===== src/rtl/cpu_vram_writer_if.sv =====
// Bus bundle between the 68000 snoop side and the external VRAM write port.
// The slave modport is the writer's view; master is the CPU/VRAM side.
interface cpu_vram_writer_if #(
  parameter int unsigned VRAM_AW = 15
);
  logic [23:1]        cpuAddr;
  logic [15:0]        cpuData;
  logic               ncpuAS;
  logic               ncpuUDS;
  logic               ncpuLDS;
  logic               cpuRnW;
  logic [VRAM_AW-1:0] vramAddr;
  logic [7:0]         vramDataOut;
  logic               vramDataOE;
  logic               nvramWE;

  modport slave (
    input  cpuAddr, cpuData, ncpuAS, ncpuUDS, ncpuLDS, cpuRnW,
    output vramAddr, vramDataOut, vramDataOE, nvramWE
  );

  modport master (
    output cpuAddr, cpuData, ncpuAS, ncpuUDS, ncpuLDS, cpuRnW,
    input  vramAddr, vramDataOut, vramDataOE, nvramWE
  );
endinterface


===== src/rtl/cpu_vram_writer.sv =====
// Snoops 68000 framebuffer writes into a byte FIFO and retires them to VRAM in free video slots.
// Optional build macro ALT_BUFFER_EN enables snooping of the alternate screen buffer via altSel.
module cpu_vram_writer #(
  parameter logic [23:0] FB_BASE    = 24'h3FA700,
  parameter int unsigned FB_BYTES   = 21888,
  parameter int unsigned VRAM_AW    = 15,
  parameter int unsigned FIFO_DEPTH = 8,
  parameter logic [23:0] ALT_OFFSET = 24'h008000
) (
  input  logic                         pixClk,
  input  logic                         reset,
  cpu_vram_writer_if.slave             bus,
  input  logic                         altSel,
  input  logic                         wrSlot,
  input  logic                         clrOverflow,
  output logic [$clog2(FIFO_DEPTH):0]  fifoLevel,
  output logic                         overflow
);

  localparam int unsigned PW = $clog2(FIFO_DEPTH);
  localparam int unsigned EW = VRAM_AW + 8;
  localparam logic [PW:0] FULL_LVL = (PW + 1)'(FIFO_DEPTH);

  typedef enum logic [1:0] {P_IDLE, P_HI, P_LO} pState_t;
  typedef enum logic [1:0] {W_IDLE, W_SETUP, W_STROBE, W_HOLD} wState_t;

  // ---------------- synchronizers ----------------
  logic [1:0] asSync, udsSync, ldsSync, rnwSync;
  logic       asS, udsS, ldsS, rnwS;
  logic       prevStb, armed;

  always_ff @(posedge pixClk) begin
    if (reset) begin
      asSync  <= '1;
      udsSync <= '1;
      ldsSync <= '1;
      rnwSync <= '1;
    end else begin
      asSync  <= {asSync[0],  bus.ncpuAS};
      udsSync <= {udsSync[0], bus.ncpuUDS};
      ldsSync <= {ldsSync[0], bus.ncpuLDS};
      rnwSync <= {rnwSync[0], bus.cpuRnW};
    end
  end

  assign asS  = asSync[1];
  assign udsS = udsSync[1];
  assign ldsS = ldsSync[1];
  assign rnwS = rnwSync[1];

  // ---------------- window decode ----------------
  logic [23:0] base;
  logic [23:0] byteAddr;
  logic [24:0] limit;
  logic        hit;
  logic [VRAM_AW-1:0] offset;

`ifdef ALT_BUFFER_EN
  logic [1:0] altSync;
  always_ff @(posedge pixClk) begin
    if (reset) altSync <= '0;
    else       altSync <= {altSync[0], altSel};
  end
  assign base = altSync[1] ? (FB_BASE - ALT_OFFSET) : FB_BASE;
`else
  logic unusedAltSel;
  assign unusedAltSel = altSel;
  assign base = FB_BASE;
`endif

  assign byteAddr = {bus.cpuAddr, 1'b0};
  assign limit    = {1'b0, base} + 25'(FB_BYTES);
  assign hit      = ({1'b0, byteAddr} >= {1'b0, base}) && ({1'b0, byteAddr} < limit);
  assign offset   = VRAM_AW'(byteAddr - base);

  logic capture, captureHit;
  // Strobe falling edge on the synced bus; armed limits this to one per AS cycle.
  assign capture    = !asS && !rnwS && !(udsS && ldsS) && prevStb && armed;
  assign captureHit = capture && hit;

  always_ff @(posedge pixClk) begin
    if (reset) begin
      prevStb <= 1'b1;
      armed   <= 1'b0;
    end else begin
      prevStb <= udsS && ldsS;
      if (asS)          armed <= 1'b1;
      else if (capture) armed <= 1'b0;
    end
  end

  // ---------------- push FSM ----------------
  pState_t            pState, pNext;
  logic [VRAM_AW-1:0] latOff;
  logic [15:0]        latData;
  logic               latLds;
  logic               latch, pushReq, captureDrop;
  logic [EW-1:0]      pushEntry;

  always_comb begin
    pNext       = pState;
    latch       = 1'b0;
    pushReq     = 1'b0;
    pushEntry   = '0;
    captureDrop = 1'b0;
    case (pState)
      P_IDLE: begin
        if (captureHit) begin
          latch = 1'b1;
          pNext = !udsS ? P_HI : P_LO;
        end
      end
      P_HI: begin
        pushReq   = 1'b1;
        pushEntry = {latOff, latData[15:8]};
        pNext     = latLds ? P_LO : P_IDLE;
      end
      P_LO: begin
        pushReq   = 1'b1;
        pushEntry = {latOff | VRAM_AW'(1), latData[7:0]};
        pNext     = P_IDLE;
      end
      default: pNext = P_IDLE;
    endcase
    if (captureHit && pState != P_IDLE) captureDrop = 1'b1;
  end

  always_ff @(posedge pixClk) begin
    if (reset) begin
      pState  <= P_IDLE;
      latOff  <= '0;
      latData <= '0;
      latLds  <= 1'b0;
    end else begin
      pState <= pNext;
      if (latch) begin
        latOff  <= offset;
        latData <= bus.cpuData;
        latLds  <= !ldsS;
      end
    end
  end

  // ---------------- FIFO ----------------
  logic [EW-1:0] mem [FIFO_DEPTH];
  logic [PW-1:0] wrPtr, rdPtr;
  logic [PW:0]   count;
  logic          full, empty, pushOk, pushDrop, pop;
  logic [EW-1:0] head;

  assign full     = (count == FULL_LVL);
  assign empty    = (count == '0);
  // Fullness uses the registered level, so a same-cycle pop never makes room.
  assign pushOk   = pushReq && !full;
  assign pushDrop = pushReq && full;
  assign head     = mem[rdPtr];

  always_ff @(posedge pixClk) begin
    if (pushOk) mem[wrPtr] <= pushEntry;
  end

  always_ff @(posedge pixClk) begin
    if (reset) begin
      wrPtr <= '0;
      rdPtr <= '0;
      count <= '0;
    end else begin
      if (pushOk) wrPtr <= wrPtr + 1'b1;
      if (pop)    rdPtr <= rdPtr + 1'b1;
      case ({pushOk, pop})
        2'b10:   count <= count + 1'b1;
        2'b01:   count <= count - 1'b1;
        default: count <= count;
      endcase
    end
  end

  assign fifoLevel = count;

  always_ff @(posedge pixClk) begin
    if (reset)                        overflow <= 1'b0;
    else if (pushDrop || captureDrop) overflow <= 1'b1;
    else if (clrOverflow)             overflow <= 1'b0;
  end

  // ---------------- VRAM write FSM ----------------
  wState_t            wState, wNext;
  logic               loadOut;
  logic [VRAM_AW-1:0] addrQ;
  logic [7:0]         dataQ;
  logic               oeQ, nweQ;

  always_comb begin
    wNext   = wState;
    loadOut = 1'b0;
    pop     = 1'b0;
    case (wState)
      W_IDLE: begin
        if (wrSlot && !empty) begin
          wNext   = W_SETUP;
          loadOut = 1'b1;
        end
      end
      W_SETUP:  wNext = W_STROBE;
      W_STROBE: wNext = W_HOLD;
      W_HOLD: begin
        pop   = 1'b1;
        wNext = W_IDLE;
      end
      default: wNext = W_IDLE;
    endcase
  end

  // Strobes are registered from the next state so they change cleanly with it.
  always_ff @(posedge pixClk) begin
    if (reset) begin
      wState <= W_IDLE;
      addrQ  <= '0;
      dataQ  <= '0;
      oeQ    <= 1'b0;
      nweQ   <= 1'b1;
    end else begin
      wState <= wNext;
      oeQ    <= (wNext != W_IDLE);
      nweQ   <= (wNext != W_STROBE);
      if (loadOut) begin
        addrQ <= head[EW-1:8];
        dataQ <= head[7:0];
      end
    end
  end

  assign bus.vramAddr    = addrQ;
  assign bus.vramDataOut = dataQ;
  assign bus.vramDataOE  = oeQ;
  assign bus.nvramWE     = nweQ;

endmodule


===== src/flat_wrapper.sv =====
// flat-port wrapper written by rule: the top's interface ports become plain ports
module cpu_vram_writer_flat 
#(
  parameter logic [23:0] FB_BASE    = 24'h3FA700,
  parameter int unsigned FB_BYTES   = 21888,
  parameter int unsigned VRAM_AW    = 15,
  parameter int unsigned FIFO_DEPTH = 8,
  parameter logic [23:0] ALT_OFFSET = 24'h008000
)
  (pixClk, reset, altSel, wrSlot, clrOverflow, fifoLevel, overflow, bus_cpuAddr, bus_cpuData, bus_ncpuAS, bus_ncpuUDS, bus_ncpuLDS, bus_cpuRnW, bus_vramAddr, bus_vramDataOut, bus_vramDataOE, bus_nvramWE);
  cpu_vram_writer_if #(.VRAM_AW(VRAM_AW)) bus_i ();
  input  logic pixClk;
  input  logic reset;
  input  logic altSel;
  input  logic wrSlot;
  input  logic clrOverflow;
  output logic [$clog2(FIFO_DEPTH):0] fifoLevel;
  output logic overflow;
  input wire logic [$bits(bus_i.cpuAddr)-1:0] bus_cpuAddr;
  input wire logic [$bits(bus_i.cpuData)-1:0] bus_cpuData;
  input wire logic [$bits(bus_i.ncpuAS)-1:0] bus_ncpuAS;
  input wire logic [$bits(bus_i.ncpuUDS)-1:0] bus_ncpuUDS;
  input wire logic [$bits(bus_i.ncpuLDS)-1:0] bus_ncpuLDS;
  input wire logic [$bits(bus_i.cpuRnW)-1:0] bus_cpuRnW;
  output wire logic [$bits(bus_i.vramAddr)-1:0] bus_vramAddr;
  output wire logic [$bits(bus_i.vramDataOut)-1:0] bus_vramDataOut;
  output wire logic [$bits(bus_i.vramDataOE)-1:0] bus_vramDataOE;
  output wire logic [$bits(bus_i.nvramWE)-1:0] bus_nvramWE;
  assign bus_i.cpuAddr = bus_cpuAddr;
  assign bus_i.cpuData = bus_cpuData;
  assign bus_i.ncpuAS = bus_ncpuAS;
  assign bus_i.ncpuUDS = bus_ncpuUDS;
  assign bus_i.ncpuLDS = bus_ncpuLDS;
  assign bus_i.cpuRnW = bus_cpuRnW;
  assign bus_vramAddr = bus_i.vramAddr;
  assign bus_vramDataOut = bus_i.vramDataOut;
  assign bus_vramDataOE = bus_i.vramDataOE;
  assign bus_nvramWE = bus_i.nvramWE;
  cpu_vram_writer #(.FB_BASE(FB_BASE), .FB_BYTES(FB_BYTES), .VRAM_AW(VRAM_AW), .FIFO_DEPTH(FIFO_DEPTH), .ALT_OFFSET(ALT_OFFSET)) u_core (.pixClk(pixClk), .reset(reset), .bus(bus_i), .altSel(altSel), .wrSlot(wrSlot), .clrOverflow(clrOverflow), .fifoLevel(fifoLevel), .overflow(overflow));
endmodule

===== config.mk =====
export PLATFORM = sky130hd
export DESIGN_NAME = cpu_vram_writer_flat
export DESIGN_NICKNAME = d
export VERILOG_FILES = /design/src/rtl/cpu_vram_writer_if.sv /design/src/rtl/cpu_vram_writer.sv /design/src/flat_wrapper.sv
export SDC_FILE = /design/constraint.sdc
export NUM_CORES = 1
export LEC_CHECK = 0
export CAP_MARGIN = 40
export CORE_ASPECT_RATIO = 0.7
export CORE_MARGIN = 4
export CORE_UTILIZATION = 58
export DETAILED_ROUTE_END_ITERATION = 6
export MAX_ROUTING_LAYER = met4
export PLACE_DENSITY_LB_ADDON = 0.05
export REMOVE_ABC_BUFFERS = 1
export SLEW_MARGIN = 40
export SYNTH_ARGS = -nofsm -noshare
export SYNTH_HDL_FRONTEND = slang
export SYNTH_SLANG_ARGS = --single-unit

===== constraint.sdc =====
create_clock -name pixClk -period 5.9 [get_ports pixClk]
set_clock_uncertainty 0.1 [all_clocks]
set_input_delay 1.77 -clock pixClk [delete_from_list [all_inputs] [get_ports pixClk]]
set_output_delay 1.77 -clock pixClk [all_outputs]
set_load 0.01 [all_outputs]

== Word-level counts from Yosys, hierarchy flattened ==
Memories as Yosys holds them, arrays and structs flattened. A register that Yosys moved wholly into a read port is not among the register bits.
Cells that the tools add are included.

* Bits in registers: 59
* Bits in latches: 0
* RAM bits: 184
* ROM bits: 0
* Input port bits: 48
* Logic and storage cells: 83
* Memories kept: 1

* Add/sub/neg operators: 5
* Multiply operators: 0
* Divide/modulo/power cells: 0
* Order comparisons: 2
* Equal/unequal tests: 10
* Shifts and indexed selects: 0
* Multiplexer cells: 21
* Bitwise gates (word level): 0
* Reductions and logical operators: 27

{| class="wikitable"
|+ Memories
! name !! depth !! bits a word !! rd ports !! clocked after memory_dff !! wr ports !! RTL line !! source
|-
| u_core.mem || 8 || 23 || 1 || 1 || 1 || cpu_vram_writer.sv:145 || <nowiki>logic [EW-1:0] mem [FIFO_DEPTH];</nowiki>
|}

{| class="wikitable"
|+ Operators by type and width
! operator !! number
|-
| one-hot mux 23 bit (2 select lines) || 1
|-
| greater-or-equal comparator 24 x 22 -> 1 bit, second input constant || 1
|-
| < comparator 24 x 22 -> 1 bit, second input constant || 1
|-
| subtractor 15 x 14 -> 15 bit, second input constant || 1
|-
| 2-to-1 mux 1 bit || 13
|-
| logical AND 1 bit || 11
|-
| nonzero test 2 bit || 5
|-
| == test 2 bit, second input constant || 4
|-
| 2-to-1 mux 2 bit || 4
|-
| one-hot mux 2 bit (4 select lines) || 1
|-
| one-hot mux 4 bit (2 select lines) || 1
|-
| adder 3 x 1 -> 3 bit, second input constant || 2
|-
| == test 2 x 1 -> 1 bit, second input constant || 3
|-
| logical NOT 1 bit || 6
|-
| adder 4 x 1 -> 4 bit, second input constant || 1
|-
| == test 4 bit, second input constant || 1
|-
| logical NOT 2 bit || 2
|-
| logical NOT 4 bit || 1
|-
| one-hot mux 2 bit (2 select lines) || 1
|-
| subtractor 4 x 1 -> 4 bit, second input constant || 1
|-
| inequality test 2 x 1 -> 1 bit, second input constant || 1
|-
| inequality test 2 bit, second input constant || 1
|-
| OR reduction 2 bit || 1
|-
| logical OR 1 bit || 1
|}

== Depth between registers and ports, before layout ==
Gate-level depths: netlist of the first run.

* Depth after elaboration: 10
* Depth in mapped cells: 11
* Gate-level depth less buffers: 11

== Worst setup path after synthesis of the first run ==
OpenSTA, ideal clock, no wires.

* Path type: register to register
* Start: register u_core.pState[0]
* End: memory u_core.mem[0][0] (netlist name) (enable)
* Setup time: 0.461 ns
* Arrival time: 3.531 ns
* Slack: 1.807 ns
* Stages on the path, launching flop included: 6
* Path through: dfxtp_1 > inv_1 > ha_1 > a21boi_0 > inv_1 > nor4_1

* Longest elaborated chain between the ends: 6

{| class="wikitable"
|+ Ends and longest elaborated chain
! what !! RTL line !! source
|-
| start, declared || cpu_vram_writer.sv:93 || <nowiki>pState_t pState, pNext;</nowiki>
|-
| start signal, assigned || cpu_vram_writer.sv:135 || <nowiki>pState <= pNext;</nowiki>
|-
| == test 2 bit / == test 2 x 1 -> 1 bit (equally long branches) || cpu_vram_writer.sv:106 || <nowiki>case (pState)</nowiki>
|-
| OR reduction 2 bit (no line) (*) || n/a ||
|-
| 2-to-1 mux 1 bit (*) || cpu_vram_writer.sv:106 ||
|-
| logical AND 1 bit (*) || cpu_vram_writer.sv:154 || <nowiki>assign pushOk = pushReq && !full;</nowiki>
|-
| 2-to-1 mux 1 bit (*) || cpu_vram_writer.sv:159 || <nowiki>if (pushOk) mem[wrPtr] <= pushEntry;</nowiki>
|-
| 2-to-1 mux 1 bit (not written as such) (*) || cpu_vram_writer.sv:159 ||
|-
| end, declared || cpu_vram_writer.sv:145 ||
|}

Every way passes the cells marked *; elsewhere a longest branch is shown, timed or not.

== Worst setup path in the final report of the first run ==
* Start: input bus_cpuAddr[7]
* End: register u_core.pState[0]

* Longest elaborated chain between the ends: 4

{| class="wikitable"
|+ Ends and longest elaborated chain
! what !! RTL line !! source
|-
| start, declared || flat_wrapper.sv:19 || <nowiki>input wire logic [$bits(bus_i.cpuAddr)-1:0] bus_cpuAddr;</nowiki>
|-
| greater-or-equal comparator 24 x 22 -> 1 bit / < comparator 24 x 22 -> 1 bit (equally long branches) || cpu_vram_writer.sv:73 || <nowiki>assign hit = ({1'b0, byteAddr} >= {1'b0, base}) && ({1'b0, byteAddr} < limit);</nowiki>
|-
| logical AND 1 bit (*) || cpu_vram_writer.sv:73 ||
|-
| logical AND 1 bit (*) || cpu_vram_writer.sv:79 || <nowiki>assign captureHit = capture && hit;</nowiki>
|-
| inequality test 2 x 1 -> 1 bit (no line) (*) || n/a ||
|}

Marks and branches as above.
A chain may end at the register's enable or synchronous reset.

==> run_results.csv, run 1 <==
group,metric,value,unit
status,status,"completed",
sta,finalHoldViolations,0,
route,drt.antenna.violating_nets,0,
sta,rsz0062_at_grt,"false",
cells_and_area,fin_util,69.39,%
cts,cts_sinks,265,
floorplanning,die-area,20500,sq um
synthesis,synth_compound_area_share,7.665,%
setup_path,cp.required,6.20,ns
flow_run,maxCapViolations,0,
synthesis,ys_seq_area_share,67.57,%
setup_path,cp_max_fo,20,
sta,tightest_slew,0.7411,ns
power,pwr-share-seq,54.0,%
cells_and_area,stdcell_area,12460,sq um
global_routing,antenna_found_initial,0,
setup_path,r2r-end,"u_core.fifoLevel[3]",
route,drt_pre_antenna_iters,5,
global_routing,grt_usage,22.90,%
global_routing,grt_overflow,0,
cells_and_area,instances_no_fill,1005,
route,via_per_inst,6.072,
sta,slew_violations,0,
global_routing,gr-usage-met2,36.17,%
cts,cts_setup_buffers,0,
power,clock_power_share,40.9,%
route,vias,6102,
global_routing,use_met3,2.768,%
setup_path,cp.arrival,4.31,ns
route,drt_iter0_markers,527,
cts,path_clk_slew,0.06,ns
sta,period_share,68.01,%
cts,cts-buffers-inserted,24,
floorplanning,core-area,17950,sq um
synthesis,synth_top_family_by_area,"multiplexers",
sta,finalSetupViolCount,0,
cells_and_area,num-fill-cells,1188,
synthesis,yosys.area_share.simple,7.275,%
cts,clock_latency,0.51,ns
setup_path,end_kind,"flip-flop",
global_routing,grt_max_degree,47,
cts,cts_tree,"built",
min_path,min_delay_path_depth,1,
cells_and_area,layout_commonest_cell,"edfxtp_1",
place,hpwlAfterDp,13.61,mm
place,routabilityCongestion,0.8160,
setup_path,rr_startpoint,"u_core.pState[1]",
setup_path,start_kind,"input port",
cells_and_area,final_cell_mix,"edfxtp_1, dfxtp_1, clkdlybuf4s50_1",
synthesis,yosys_most_used_dff,"edfxtp_1",
route,wl,22.54,mm
cts,holdBufCountCts,0,
sta,finalSetupTns,0,ns
cells_and_area,diodes,0,
synthesis,synthCells,680,
power,power_density,298.9,nW/um^2
synthesis,syn_avg_cell_area,15.56,sq um
floorplanning,rows,41,
place,dp_cells,961,
power,switching_share,19.95,%
sta,fin_crit,4.013,ns
cts,postCtsResizedCells,0,
floorplanning,initial_utilization,58.91,%
power,p_switching,742.9,uW
place,io_buffers,76,
power,internal_power,2.981,mW
synthesis,yosysUniqueCellTypes,54,
power,comb_power_share,5.1,%
cells_and_area,synthToLayoutAreaGrowth,17.78,%
cells_and_area,layout-drive-gt1-share,16.91,%
synthesis,synthTopCellsByArea,"edfxtp_1, dfxtp_1, mux4_2",
synthesis,synthArstFlopShare,0,%
min_path,holdPathEnd,"u_core.asSync[1]",
synthesis,synth_top_cell_area_share,52.24,%
floorplanning,top_level_ports,78,
global_routing,grt_pass1_wl,34.62,mm
floorplanning,die_y,121.0,um
global_routing,top_usage_layer,"met2",
power,irDropWorstVdd,0.2054,mV
global_routing,grtUsageMet1,33.02,%
place,place_area,11660,sq um
cts,cts_max_path_buffers,3,
setup_path,r2r_cells,11,
min_path,holdCritStartpoint,"u_core.asSync[0]",
synthesis,synth_fa_ha_area_share,2.200,%
setup_path,r2r_slack,2.21,ns
route,drc_errors,0,
power,cellLeakagePower,3.393,nW
synthesis,synth_area,10580,sq um
synthesis,synthMuxAreaShare,12.07,%
synthesis,yosysWarningCount,0,
synthesis,synth_edf_count,184,
synthesis,synth-xor-area-share,0.8280,%
global_routing,grt_pass1_vias,6074,
min_path,hp-class,"reg -> reg",
floorplanning,die_width,169.4,um
setup_path,worst-setup-path-type,"in -> reg",
cts,root_buffer,"clkbuf_16",
sta,fmax,0.2492,GHz
route,wl_per_cell,22.43,um
synthesis,synth_top_cell_by_area,"edfxtp_1",
cells_and_area,final_nets,817,
sta,slew_headroom,50.15,%
synthesis,ys_seq_elements,265,
cts,htreeDepth,1,
==> through the flow <==
step | total power [mW] | setup WS (ns) | hold slack [ns]
floorplan | 2.142 | 1.688 | 0.2895
global placement | 2.234 | 1.510 | 0.2986
detailed placement | 2.242 | 1.404 | 0.2980
CTS | 3.754 | 1.892 | 0.2955
global route | 3.844 | 1.721 | 0.3178
finish | 3.724 | 1.887 | 0.2993
==> worst max-delay path by stage <==
stage	startpoint	depth (start not counted)	endpoint	slack [ns]
floorplan	u_core.pState[0]	5	u_core.mem[0][0]	1.69
global placement	bus_cpuAddr[7]	9	u_core.pState[0]	1.51
detailed placement	bus_cpuAddr[7]	9	u_core.pState[0]	1.40
CTS	bus_cpuAddr[7]	9	u_core.pState[1]	1.89
global route	bus_cpuAddr[7]	9	u_core.pState[1]	1.72
finish	bus_cpuAddr[7]	9	u_core.pState[0]	1.89
==> state kept, by name (all words and copies together) (netlist names) <==
register / count
u_core.armed: 1
u_core.asSync: 2
u_core.bus.nvramWE: 1
u_core.bus.vramAddr: 15
u_core.bus.vramDataOE: 1
u_core.bus.vramDataOut: 8
u_core.fifoLevel: 4
u_core.latData: 16
u_core.latLds: 1
u_core.latOff: 14
u_core.ldsSync: 2
u_core.mem: 184
u_core.overflow: 1
u_core.pState: 2
u_core.prevStb: 1
u_core.rdPtr: 3
u_core.rnwSync: 2
u_core.udsSync: 2
u_core.wState: 2
u_core.wrPtr: 3
==> metal layers <==
layer	part of all wire [%]	vias to the layer above
li1	-	2787
met1	44	3086
met2	49	199
met3	5.4	30
met4	1.7	0
met5	0	-
==> layout make-up <==
class                           count  area, sq um  share of cell area (%)
Clock buffer                       42        780.7                   6.267
Tap cell                          236        295.3                   2.370
Clock inverter                      2        10.01                 0.08035
Timing Repair Buffer               91        938.4                   7.532
Inverter                           12        45.04                  0.3616
Sequential cell                   265         7152                   57.41
Multi-Input combinational cell    357         3237                   25.98
==> cell families after synthesis <==
| family | after synthesis |
|---|---|
| fa+ha+maj | 18 |
| compound gates | 121 |
| mux | 70 |
| simple gates | 138 |
| flops | 265 |
| xor+xnor | 10 |
| buf+inv | 58 |
==> synth_stat cells (2+ instances only) <==
cell type and count:
ha_1 17, xor2_1 4, mux2i_1 24, a211oi_1 25, nand4_1 28, o21ai_0 26, o21ai_1 2, a21oi_1 37
clkbuf_1 23, nor2_1 41, nor2b_1 9, a31oi_1 4, buf_1 5, nor4_1 3, nor3_1 7, a21o_1 4
mux4_2 46, a211oi_2 2, and4bb_2 2, and3_1 4, clkbuf_2 2, a22oi_1 8, xnor2_1 6, inv_1 12
dfxtp_1 81, nand2_1 9, or2_2 9, buf_2 12, and2_1 15, nand3_1 2, buf_4 3, nand2b_1 3
edfxtp_1 184
==> power by group through the flow <==
stage | clock network [mW] | registers (mW) | logic, mW
2_1_floorplan | 0 | 2.06 | 0.0836
3_3_place_gp | 0 | 2.05 | 0.186
3_5_place_dp | 0 | 2.05 | 0.191
4_1_cts | 1.55 | 2.01 | 0.193
5_1_grt | 1.62 | 2.01 | 0.213
6_report | 1.52 | 2.01 | 0.190
==> critical path, cell delays in order <==
cell and delay (ns):
clkdlybuf4s50_1 0.58, inv_1 0.10, ha_1 0.20, nand2_1 0.07
a21o_1 0.20, o2111a_1 0.62, buf_4 0.37, nand3_1 0.13
and4bb_2 0.26
No activity file was read; power rests on OpenSTA's default activity.
==> run 2, diff against run 1 <==
- clock period: 5.9 -> 4.2 ns (I/O delays scaled with it)
==> run_results.csv, run 2 (same netlist as run 1, synthesis figures left out) <==
group,metric,value,unit
route,vias,6145,
cells_and_area,diodes,0,
cells_and_area,layout_commonest_cell,"edfxtp_1",
setup_path,end_kind,"flip-flop",
cells_and_area,final_cell_mix,"edfxtp_1, dfxtp_1, clkdlybuf4s50_1",
floorplanning,top_level_ports,78,
cts,htreeDepth,1,
sta,period_share,77.56,%
route,via_per_inst,6.066,
cells_and_area,largest_reg_flops,184,
cts,root_buffer,"clkbuf_16",
sta,finalSetupViolCount,0,
global_routing,grt_usage,23.36,%
cells_and_area,largest-register,"u_core.mem",
cts,postCtsResizedCells,0,
min_path,hp-class,"reg -> reg",
floorplanning,die_y,121.0,um
route,drt.antenna.violating_nets,0,
cts,clock_latency,0.51,ns
setup_path,cp.arrival,3.60,ns
setup_path,worstSetupStartpoint,"bus_cpuAddr[7]",
sta,finalSetupTns,0,ns
floorplanning,die_width,169.4,um
cts,holdBufCountCts,0,
cts,cts_max_path_buffers,3,
global_routing,antenna_found_initial,0,
cts,path_clk_slew,0.06,ns
setup_path,r2r_slack,1.12,ns
cts,cts_setup_buffers,0,
route,drt_pre_antenna_iters,5,
route,drt_iter0_markers,538,
cts,cts_sinks,265,
floorplanning,core-area,17950,sq um
route,wl_per_cell,22.50,um
sta,rsz0062_at_grt,"false",
place,routabilityCongestion,0.8029,
setup_path,cp_max_fo,24,
place,io_buffers,76,
cts,cts-buffers-inserted,24,
setup_path,start_kind,"input port",
route,wl,22.80,mm
status,status,"completed",
sta,finalHoldViolations,0,
route,drc_errors,0,
global_routing,grt_max_degree,38,
floorplanning,rows,41,
power,power_density,422.4,nW/um^2
setup_path,rr_startpoint,"u_core.pState[0]",
setup_path,r2r_cells,12,
power,total_power,5.261,mW
power,cellLeakagePower,3.427,nW
floorplanning,initial_utilization,58.91,%
sta,fin_crit,3.258,ns
sta,fmax,0.3070,GHz
min_path,holdPathEnd,"u_core.rnwSync[1]",
sta,slew_headroom,48.17,%
cells_and_area,final_nets,825,
place,hpwlAfterDp,13.89,mm
min_path,holdCritStartpoint,"u_core.rnwSync[0]",
setup_path,cp.required,4.54,ns
floorplanning,die-area,20500,sq um
setup_path,worst-setup-path-type,"in -> reg",
sta,hold_slack,0.3220,ns
sta,slew_violations,0,
min_path,min_delay_path_depth,1,
global_routing,grt_pass1_vias,6147,
global_routing,grt_pass1_wl,35.29,mm
cells_and_area,synthToLayoutAreaGrowth,17.74,%
global_routing,grt_overflow,0,
power,irDropWorstVdd,0.2939,mV
cts,cts_tree,"built",
sta,tightest_slew,0.7774,ns
setup_path,r2r-end,"u_core.fifoLevel[3]",
cells_and_area,layout-drive-gt1-share,17.63,%
cells_and_area,num-fill-cells,1196,
flow_run,maxCapViolations,0,
-- run 2: per-layer routing --
metal | share of wire (%) | GRT usage [%] | up-vias
met5 | 0 | - | -
met4 | 2.3 | 5.631 | 0
met3 | 5.8 | 2.996 | 42
met2 | 47 | 36.44 | 198
met1 | 45 | 33.56 | 3096
li1 | - | - | 2809
-- run 2: worst max-delay path by stage --
stage | end | slack [ns] | cells after the start
floorplan | u_core.mem[0][0] | -0.01 | 5
global placement | u_core.latOff[12] | 0.38 | 7
detailed placement | u_core.latData[7] | 0.44 | 7
CTS | u_core.latData[7] | 0.95 | 7
global route | u_core.latData[11] | 0.77 | 9
finish | u_core.latOff[5] | 0.94 | 9
-- run 2: report_power, final --
part | switching (mW) | internal (mW)
registers | 0.0215 | 2.79
clock network | 0.907 | 1.26
logic | 0.136 | 0.145
-- run 2: final cells by class --
cell class              instances  area, sq um  area share [%]
inverters                      12        45.04          0.3617
multi-input cells             357         3212           25.79
well taps                     236        295.3           2.371
clock buffers                  33        685.7           5.505
clock inverters                11        98.84          0.7937
flip-flops and latches        265         7149           57.40
repair buffers                 99        968.4           7.776
-- run 2: critical path, stage by stage --
cell and delay, ns:
clkdlybuf4s50_1 0.58, inv_1 0.09, ha_1 0.20, nand2_1 0.06, a21o_1 0.16, o2111a_1 0.52
buf_4 0.37, nand4_1 0.17, a21oi_1 0.19
-- run 2: per-stage QoR --
step / worst slack [ns] / instance area, sq um / utilization (%) / cells
final: 0.9424 / 12450 / 69.37 / 1013
after CTS: 0.9502 / 12450 / 69.37 / 1013
after detailed placement: 0.4379 / 11670 / 65.00 / 969
after floorplan: -0.01227 / 10370 / - / 634
after global routing: 0.7709 / 12450 / 69.37 / 1013
after global placement: 0.3759 / 11630 / 64.76 / 967
==> patch: new RTL, flow settings as in run 2 <==
Add a define of `ALT_BUFFER_EN`.
--- a/src/rtl/cpu_vram_writer.sv
+++ b/src/rtl/cpu_vram_writer.sv
@@ -2,2 +2,4 @@
 // Optional build macro ALT_BUFFER_EN enables snooping of the alternate screen buffer via altSel.
+`define ALT_BUFFER_EN
+
 module cpu_vram_writer #(
Formal check against the unedited RTL: not equivalent (Yosys sat finds a counterexample within 10 cycles, from zero or initial values and one cycle with reset high).
==> patch against run 2 <==
Design area hardly changed; synthesized area is 0.53% lower; wire length is 0.31% higher; sequential cell count is 2 higher; largest cell class unchanged; first-iteration DRC count is 17% higher; worst setup slack worse by 220 ps; non-clock buffer count is 2 higher.
Power is not compared: it rests on default switching activity, and its combinational part moved more than twofold at a synthesized area within 25%.
==> patch: results (changes against run 2) <==
CP max stage delay=720 ps (was 580 ps); CLK BUF=31 (was 33); asr flop ratio synth=0% (unchanged); HPWL after DPL=14200 µm (was 13900 µm); sequential area share after synthesis=68.3% (was 67.6%); port bufs=77 (was 76); fraction of area in registers=57.7% (was 57.4%); share of layout cells above drive strength 1=17.3% (was 17.6%); cell count after placement=966 (was 969); worst-path fanout max=27 (was 24); synth unique cells=44 (was 54); diodes inserted=1 (was 0); Worst slew margin=50.7% (was 48.2%); Vias/cell=6.15 (was 6.07); Syn Inst Count=680 (unchanged); Total GRT Usage=23.3% (was 23.4%); Inserted Clock Buffers=24 (unchanged); critical path's slowest cell=o41a_2 (was clkdlybuf4s50_1); Commonest cells post-synth=edfxtp_1 (184), dfxtp_1 (83), mux4_2 (46), a21oi_1 (38), nor2_1 (38) (was edfxtp_1 (184), dfxtp_1 (81), mux4_2 (46), nor2_1 (41), a21oi_1 (37)); cts repair resizes=0 (unchanged); multi-input combinational area share=25.2% (was 25.8%); Hold Path Class=register to register (unchanged); signal buffers share of area=7.79% (was 7.78%); initial antenna violation count=1 (was 0); Top FF cell, synth=edfxtp_1 (unchanged); first-pass GRT wire length=35400 µm (was 35300 µm); Final GP Congestion=0.792 (was 0.803); largest net degree at the start of global routing=37 (was 38); drt initial violations=632 (was 538); multi-input combinational cell count=354 (was 357); top cells by area, synth=edfxtp_1 (53%), dfxtp_1 (16%), mux4_2 (9.8%) (was edfxtp_1 (52%), dfxtp_1 (15%), mux4_2 (9.8%)); Clock-cell share=6.54% (was 6.30%); vias in the first global route=6162 (was 6147); CTS Sinks=267 (was 265); Routed WL per cell=22.6 µm (was 22.5 µm); number of synthesized flops with an enable pin=184 (unchanged); Inverters=13 (was 12); largest register by flop count=u_core.mem (unchanged); total wire length=22900 µm (was 22800 µm); Root Driver=clkbuf_16 (unchanged); status=finished clean (unchanged); largest delay contributor family on the critical path=compound AO/OA/AOI/OAI gates (was buffers and inverters); postcts setup bufs=0 (unchanged); H-tree Lvls=1 (unchanged); Largest register FFs=184 (unchanged); Plain + repair buffers=101 (was 99); Nets=825 (unchanged); pre-CTS setup slack=149 ps (was 438 ps); fillers=1097 (was 1196); Arr. time, crit path=3760 ps (was 3600 ps)
patch: logic make-up (layout without fill, tap and decap cells):
kind of cell,Yosys count,after routing,synth area share (%)
AO/OA/AOI/OAI,120,120,7.35
XOR/XNOR,11,11,0.916
adder cells (fa/ha/maj),16,16,1.97
buffers and inverters,59,158,2.30
flip-flops,267,267,68.3
multiplexers,71,71,12.2
other,0,1,0
AND/OR/NAND/NOR,136,136,6.93
patch: per-layer routing:
| metal | wire [µm] | GRT usage, % | share of wire [%] |
|---|---|---|---|
| met5 | 0 | - | 0 |
| met4 | 371 | 5.08 | 1.6 |
| met3 | 1780 | 3.73 | 7.8 |
| met2 | 10900 | 36.1 | 48 |
| met1 | 9770 | 33.5 | 43 |
patch: power by group:
group | switching [µW] | total [µW] | internal [µW]
logic | 62.7 | 121 | 58.1
registers | 2.28 | 2780 | 2780
clock network | 908 | 2230 | 1320
total | 973 | 5130 | 4160
patch: worst paths after layout:
check,end,from,cells past startpoint,slack [ps]
worst max-delay path,u_core.latData[11],bus_cpuAddr[14],7,720
worst min-delay path,u_core.asSync[1],u_core.asSync[0],1,310
worst max register to register,u_core.fifoLevel[3],u_core.fifoLevel[0],11,1000
worst min register to register,u_core.asSync[1],u_core.asSync[0],1,310
patch: stage by stage:
step           total power (µW)  hold WS, ps  area (µm²)  util [%]
3_5_place_dp               2960          299       11600      66.7
6_report                   5130          311       12500      71.4
3_3_place_gp               2950          299       11600      66.6
4_1_cts                    5160          313       12500      71.3
2_1_floorplan              2870          289       10300         -
5_1_grt                    5290          329       12500      71.4
